===== src/rtl/cnn_inference_sequencer_pkg.sv =====
// Shared types and default sizes for the CNN inference sequencer.
package cnn_inference_sequencer_pkg;

  localparam int F_IN_W1                = 28;
  localparam int F_IN_H1                = 28;
  localparam int FEATURE_MAP_RESOLUTION = 8;
  localparam int FEATURE_MAP_ADDRWIDE   = 10;
  localparam int NUM_CLASSES            = 10;
  localparam int SEQ_TIMEOUT_CYC        = 65535;

  typedef enum logic [2:0] {
    IDLE,
    LOAD,
    WAIT_PRED,
    ARGMAX,
    RESULT
  } seq_state_e;

endpackage


===== src/rtl/cnn_inference_sequencer_argmax_seq.sv =====
// Sequential argmax: consumes one score per step and keeps the best one.
// The first candidate (index 0) always loads, so negative signed scores
// are handled; later candidates replace it only when strictly greater.
module argmax_seq
  import cnn_inference_sequencer_pkg::*;
#(
  parameter int DATA_W      = FEATURE_MAP_RESOLUTION,
  parameter int IDX_W       = 4,
  parameter int PRED_SIGNED = 0
) (
  input  logic              clk_i,
  input  logic              rst_ni,
  input  logic              clear_i,
  input  logic              step_i,
  input  logic [DATA_W-1:0] score_i,
  input  logic [IDX_W-1:0]  idx_i,
  output logic [IDX_W-1:0]  best_idx_o,
  output logic [DATA_W-1:0] best_score_o
);

  logic [IDX_W-1:0]  r_best_idx;
  logic [DATA_W-1:0] r_best_score;
  logic              w_greater;

  // Strict comparison in the selected number format.
  always_comb begin
    w_greater = 1'b0;
    if (PRED_SIGNED != 0) begin
      w_greater = $signed(score_i) > $signed(r_best_score);
    end else begin
      w_greater = score_i > r_best_score;
    end
  end

  // Best-so-far register; clear wins over step.
  always_ff @(posedge clk_i) begin
    if (!rst_ni) begin
      r_best_idx   <= '0;
      r_best_score <= '0;
    end else if (clear_i) begin
      r_best_idx   <= '0;
      r_best_score <= '0;
    end else if (step_i && ((idx_i == '0) || w_greater)) begin
      r_best_idx   <= idx_i;
      r_best_score <= score_i;
    end
  end

  assign best_idx_o   = r_best_idx;
  assign best_score_o = r_best_score;

endmodule


===== src/rtl/cnn_inference_sequencer.sv =====
// Frame sequencer in front of the CNN: streams one frame in, waits for the
// prediction, reduces it to an argmax class and hands it to the host.
// A watchdog turns a missing prediction into a timeout result.
module cnn_inference_sequencer
  import cnn_inference_sequencer_pkg::*;
#(
  parameter int IMG_W       = F_IN_W1,
  parameter int IMG_H       = F_IN_H1,
  parameter int DATA_W      = FEATURE_MAP_RESOLUTION,
  parameter int ADDR_W      = FEATURE_MAP_ADDRWIDE,
  parameter int NUM_CLS     = NUM_CLASSES,
  parameter int PRED_SIGNED = 0,
  parameter int TIMEOUT_CYC = SEQ_TIMEOUT_CYC,
  localparam int IDX_W      = (NUM_CLS > 1) ? $clog2(NUM_CLS) : 1
) (
  input  logic                      clk_i,
  input  logic                      rst_ni,
  input  logic                      start_i,
  input  logic                      abort_i,
  output logic                      busy_o,
  input  logic                      pix_valid_i,
  input  logic [DATA_W-1:0]         pix_data_i,
  output logic                      pix_ready_o,
  output logic                      cnn_input_valid_o,
  output logic [DATA_W-1:0]         cnn_input_data_o,
  output logic [ADDR_W-1:0]         cnn_input_addr_o,
  input  logic                      cnn_input_ready_i,
  input  logic                      cnn_pred_valid_i,
  input  logic [DATA_W*NUM_CLS-1:0] cnn_pred_data_i,
  output logic                      cnn_pred_ready_o,
  output logic                      result_valid_o,
  output logic [IDX_W-1:0]          result_class_o,
  output logic [DATA_W-1:0]         result_score_o,
  output logic                      result_timeout_o,
  input  logic                      result_ready_i,
  output logic [15:0]               frame_count_o
);

  localparam int NUM_PIX = IMG_W * IMG_H;
  localparam int WD_W    = (TIMEOUT_CYC > 1) ? $clog2(TIMEOUT_CYC) : 1;

  seq_state_e                r_state;
  seq_state_e                w_next;
  logic [ADDR_W-1:0]         r_pix_cnt;
  logic [WD_W-1:0]           r_wd;
  logic [IDX_W-1:0]          r_idx;
  logic [DATA_W*NUM_CLS-1:0] r_pred;
  logic                      r_timeout;
  logic [15:0]               r_frame_cnt;
  logic                      w_capture;
  logic                      w_timeout_hit;
  logic                      w_frame_inc;
  logic [DATA_W-1:0]         w_score;
  logic [IDX_W-1:0]          w_best_idx;
  logic [DATA_W-1:0]         w_best_score;

  // State register.
  always_ff @(posedge clk_i) begin
    if (!rst_ni) begin
      r_state <= IDLE;
    end else begin
      r_state <= w_next;
    end
  end

  // Next-state logic and per-state port control; abort overrides everything.
  always_comb begin
    w_next            = r_state;
    busy_o            = (r_state != IDLE);
    result_valid_o    = (r_state == RESULT);
    pix_ready_o       = 1'b0;
    cnn_input_valid_o = 1'b0;
    cnn_input_data_o  = '0;
    cnn_input_addr_o  = '0;
    cnn_pred_ready_o  = 1'b0;
    w_capture         = 1'b0;
    w_timeout_hit     = 1'b0;
    w_frame_inc       = 1'b0;
    case (r_state)
      IDLE: begin
        if (start_i) w_next = LOAD;
      end
      LOAD: begin
        pix_ready_o       = cnn_input_ready_i;
        cnn_input_valid_o = pix_valid_i;
        cnn_input_data_o  = pix_data_i;
        cnn_input_addr_o  = r_pix_cnt;
        if (pix_valid_i && cnn_input_ready_i &&
            (r_pix_cnt == ADDR_W'(NUM_PIX - 1))) begin
          w_next = WAIT_PRED;
        end
      end
      WAIT_PRED: begin
        cnn_pred_ready_o = 1'b1;
        if (cnn_pred_valid_i) begin
          w_capture = 1'b1;
          w_next    = ARGMAX;
        end else if (r_wd == WD_W'(TIMEOUT_CYC - 1)) begin
          w_timeout_hit = 1'b1;
          w_next        = RESULT;
        end
      end
      ARGMAX: begin
        if (r_idx == IDX_W'(NUM_CLS - 1)) w_next = RESULT;
      end
      RESULT: begin
        if (result_ready_i) begin
          w_frame_inc = !r_timeout && !abort_i;
          w_next      = IDLE;
        end
      end
      default: w_next = IDLE;
    endcase
    if (abort_i && (r_state != IDLE)) begin
      w_next        = IDLE;
      w_timeout_hit = 1'b0;
    end
  end

  // Pixel counter, watchdog, argmax index, captured scores and frame count.
  always_ff @(posedge clk_i) begin
    if (!rst_ni) begin
      r_pix_cnt   <= '0;
      r_wd        <= '0;
      r_idx       <= '0;
      r_pred      <= '0;
      r_timeout   <= 1'b0;
      r_frame_cnt <= '0;
    end else begin
      if (r_state == LOAD) begin
        if (pix_valid_i && cnn_input_ready_i) r_pix_cnt <= r_pix_cnt + ADDR_W'(1);
      end else begin
        r_pix_cnt <= '0;
      end
      r_wd  <= (r_state == WAIT_PRED) ? r_wd + WD_W'(1) : '0;
      r_idx <= (r_state == ARGMAX) ? r_idx + IDX_W'(1) : '0;
      if (w_capture) r_pred <= cnn_pred_data_i;
      if (r_state == IDLE) begin
        r_timeout <= 1'b0;
      end else if (w_timeout_hit) begin
        r_timeout <= 1'b1;
      end
      if (w_frame_inc) r_frame_cnt <= r_frame_cnt + 16'd1;
    end
  end

  assign w_score = r_pred[r_idx*DATA_W +: DATA_W];

  argmax_seq #(
    .DATA_W      (DATA_W),
    .IDX_W       (IDX_W),
    .PRED_SIGNED (PRED_SIGNED)
  ) u_argmax (
    .clk_i        (clk_i),
    .rst_ni       (rst_ni),
    .clear_i      (r_state == WAIT_PRED),
    .step_i       (r_state == ARGMAX),
    .score_i      (w_score),
    .idx_i        (r_idx),
    .best_idx_o   (w_best_idx),
    .best_score_o (w_best_score)
  );

  assign result_class_o   = w_best_idx;
  assign result_score_o   = w_best_score;
  assign result_timeout_o = r_timeout;
  assign frame_count_o    = r_frame_cnt;

endmodule

===== config.mk =====
export PLATFORM = sky130hd
export DESIGN_NAME = cnn_inference_sequencer
export DESIGN_NICKNAME = d
export VERILOG_FILES = /design/src/rtl/cnn_inference_sequencer_pkg.sv /design/src/rtl/cnn_inference_sequencer_argmax_seq.sv /design/src/rtl/cnn_inference_sequencer.sv
export SDC_FILE = /design/constraint.sdc
export NUM_CORES = 1
export LEC_CHECK = 0
export CORE_ASPECT_RATIO = 1.4
export CORE_MARGIN = 5
export CORE_UTILIZATION = 45
export DETAILED_ROUTE_END_ITERATION = 8
export PLACE_DENSITY_LB_ADDON = 0.25
export SETUP_SLACK_MARGIN = 0.15
export SKIP_CTS_REPAIR_TIMING = 1
export SLEW_MARGIN = 10
export SYNTH_ARGS = -nofsm -noshare
export SYNTH_HDL_FRONTEND = slang
export SYNTH_SLANG_ARGS = --single-unit

===== constraint.sdc =====
create_clock -name clk_i -period 4.05 [get_ports clk_i]
set_clock_uncertainty 0.05 [all_clocks]
set_input_delay 0.81 -clock clk_i [delete_from_list [all_inputs] [get_ports clk_i]]
set_output_delay 0.81 -clock clk_i [all_outputs]
set_load 0.02 [all_outputs]

==> results.md <==
- The flow ran to the end, and the final reports show no timing, DRC or antenna violations.
- For the worst setup path, the data required time is 4.34 ns.
- In this design, the largest share of critical-path delay is due to compound AO/OA/AOI/OAI gates.
- At the worst endpoint, the arrival time is 3.75 ns.
- The buffer levels on the longest clock path is 2.
- The worst setup timing slack at the placement stage is 0.618 ns.
- The die is 115 um wide.
- After detailed routing, the number of remaining DRC violations is 0.
- The combined global-route utilization of all metal layers is 0.204.
- In the routed layout, each cell is associated on average with a via count of between 5 and 6.
- The final worst-path cycle share is 0.854.
- The insertion delay of the later-clocked pin in the worst-skew pair is 0.42 ns.
- The count of nets after finishing is 1050.
- The first TritonRoute pass finished after 5 iterations.
- The count of pins over their slew limit is 0.
- Routability-driven placement finished with a final weighted congestion of 0.965.
- The initial antenna violation count came to 0.
- The clock sink count is 142.
- Fill cells in the final layout number 1319.
- The final antenna diode count is 0.
- The share of total power dissipated in combinational logic is 0.162.
- The number of cell rows is 53.
- In the synthesized netlist the dominant register cell turns out to be dfxtp_1.
- The aggregate routed wire length is 18100 um.
- The kind of start point of the critical path is a flop.
- Max-cap violations in this run came to 0.
- The critical path class is flop to flop.
- The worst hold slack after final layout is 0.400 ns.
- Of the total power, the clock network draws 0.432.
- The slowest stage of the critical path is the dfxtp_1 cell.
- The die height is 157 um.
- The die covers 0.0180 mm2.
- The I/O pin count is 148.
- The net switching component of the power is between 0.9 and 1 mW.
- The number of buffers and inverters on the critical path is 0.
- The maximum number of pins on one net before global-route repair is 60.
- The root buffer selected by CTS is clkbuf_16.
- After detailed routing, the average wire length per cell comes to 15.8 um.
- The number of hold violations in the final report came to 0.
- Yosys attributes the largest share of cell area to dfxtp_1 41%, nand2_1 11%, a21boi_1 9.1%, mux2i_1 5.9%, xor2_1 2.8%.
- The cell area after technology mapping is 0.00691 mm2.
- At the pin with the least slew margin, the transition time is about 0.86 ns.
- The number of synthesized register bits is roughly 140.
- The area added between synthesis and finish is 31.6%.
- After synthesis, the netlist uses 63 different library cells.
- The fraction of the yosys area taken by sequential cells is 0.411.
- The post-route non-filler standard cell count is 1144.
- The area fraction of the dominant cell type after synthesis is 0.411.
- Adding up every negative setup slack in the final design gives 0 ns.
- The endpoint class of the critical path is a flop.
- The async set-reset flop share out of synthesis is 0.
- The region available for standard cell placement spans 0.0151 mm2.
- The number of global-route vias before repair is 5796.
- The worst path meets setup with 0.590 ns of slack.
- The number of failing setup endpoints in the final timing report is 0.
- The wire length of the first global-routing pass is 29100 um.
- The number of flops mapped to enable cells by yosys is 0.
- The average cell area after synthesis is 8.53 um2.
- The starting density of the core is 0.459.
- The internal power consumption is 2.88 mW.
- After clock tree synthesis, the clock-pin slew on the worst setup and hold paths is 0.06 ns.
- Of the total power, the share spent switching nets is 0.256.
- The library cell with the largest summed area after synthesis is dfxtp_1.
- The path type of the worst min-delay path is flop to flop.
- Setup repair after global routing left no endpoint under its margin.
- The maximum fanout count along the critical path is 18.
- Headroom to the max-slew limit came out at 0.429.
- The synthesized netlist net count is 921.
- The share of layout cells above drive strength 1 is 0.0735.
- The share of total power dissipated in sequential elements is 0.406.
- The critical path goes through mux2_2 -> a22oi_1 -> nor2_1 -> or3_1 -> ha_1 -> nor2b_1 -> o211ai_1 -> a21o_1 -> a21oi_2 -> mux2i_1.
- The Yosys step of the flow raised 0 warnings.
- The number of cells in the design after placement is 1112.
- The remaining antenna violation count after routing is 0.
- The starting DRC count in detailed routing is 257.
- The half-perimeter wire length of the detailed placement result is 13500 um.
- CTS built an H-tree with a depth of 4.
- In this run the power density over the cells is 425 mW/mm2.
- For this run, the top clock speed supported by timing is around 290 MHz.
- The total congestion overflow after global routing is 0.
- The number of buffers added by the clock tree synthesis step is 17.
- The worst IR drop on VDD is 0.287 mV.
- The instance count of the mapped netlist is about 800.
- TritonCTS built the clock tree.
- The largest incremental delay on the critical path is 0.71 ns.
- The total number of vias is 5938.
- Summed over all cells, the static leakage comes to 3.28 nW.
- In this run the tool buffered the top-level ports with 147 buffer cells.
- After layout, the minimum clock period comes to 3.46 ns.
## area by class of cell
type                       count  area, um2  area share
inverter                      17       63.8     0.00701
clock buffer                  22        484      0.0532
multi-input combinational    604       3750       0.413
timing repair buffer         157       1550       0.171
sequential                   142       2840       0.313
tap                          192        240      0.0264
clock inverter                10        159      0.0175
## worst min-delay path: cells and delay by family (launching register included)
| family | cells | cell delay (ns) |
|---|---|---|
| flip-flops | 1 | 0.30 |
| AND/OR/NAND/NOR | 1 | 0.05 |
| AO/OA/AOI/OAI | 1 | 0.05 |
## kinds of logic (layout without fill, tap and decap cells)
family | after synthesis | in the layout | synth area share
AND/OR/NAND/NOR | 369 | 369 | 0.256
buffers and inverters | 64 | 206 | 0.0460
multiplexers | 46 | 46 | 0.0675
adder cells (fa/ha/maj) | 15 | 15 | 0.0271
AO/OA/AOI/OAI | 140 | 140 | 0.149
XOR/XNOR | 34 | 34 | 0.0431
flip-flops | 142 | 142 | 0.411
## power by group through the flow
| stage | clock network (mW) | registers, mW | logic (mW) |
|---|---|---|---|
| 2_1_floorplan | 0 | 1.55 | 0.434 |
| 3_3_place_gp | 0 | 1.60 | 0.623 |
| 3_5_place_dp | 0 | 1.60 | 0.628 |
| 4_1_cts | 1.70 | 1.57 | 0.632 |
| 5_1_grt | 1.77 | 1.58 | 0.690 |
| 6_report | 1.67 | 1.57 | 0.626 |
## stage by stage
step                      area, um2  utilization  total power, mW
after floorplan                6910            -             1.99
after global placement         8460        0.562             2.22
after detailed placement       8460        0.562             2.23
after CTS                      9100        0.604             3.90
after global routing           9100        0.604             4.04
final                          9100        0.604             3.87
## cell usage after synthesis, types with 4 or more instances
master,instances
a21boi_1,84
a21oi_1,5
a22oi_1,5
and2_1,14
and3_1,23
and4_1,4
buf_2,5
buf_6,8
clkbuf_1,30
dfxtp_1,142
ha_1,15
inv_1,17
mux2_2,5
mux2i_1,41
nand2_1,211
nand3_1,17
nand4_1,7
nor2_1,47
nor2b_1,4
nor3_2,5
o21ai_0,7
o22ai_1,11
o2bb2ai_1,5
o31ai_1,5
or3_1,12
xnor2_1,12
xor2_1,22
## flip-flops by register name, indices dropped and copies added (netlist names)
signal,cells
u_argmax.best_score_o,8
r_pix_cnt,10
result_timeout_o,1
r_wd,16
r_state,3
frame_count_o,16
u_argmax.best_idx_o,4
r_pred,80
r_idx,4
## layout by cell type (no fill, tap or decap), drive strengths merged, types with 12 or more instances in the layout
cell | synthesis | routed
nand2 | 212 | 212
clkdlybuf4s50 | 0 | 146
dfxtp | 142 | 142
a21boi | 85 | 85
nor2 | 47 | 47
mux2i | 41 | 41
and3 | 24 | 24
xor2 | 22 | 22
clkbuf | 30 | 22
nand3 | 17 | 17
inv | 17 | 17
and2 | 16 | 16
ha | 15 | 15
or3 | 13 | 13
xnor2 | 12 | 12
## final timing paths
check	slack, ns	startpoint	to	depth (start not counted)
worst max-delay path	0.59	r_idx[0]	u_argmax.best_score_o[4]	10
worst max register to register	0.59	r_idx[0]	u_argmax.best_score_o[4]	10
worst min-delay path	0.40	r_pred[18]	r_pred[18]	2
worst min register to register	0.40	r_pred[18]	r_pred[18]	2
## layer usage
layer  track usage  wire length [um]
met2         0.356              9240
met4        0.0800               476
met3        0.0588              1140
met1         0.235              7220
met5             0                 0
Note: power is estimated with default switching activity, not from simulation.
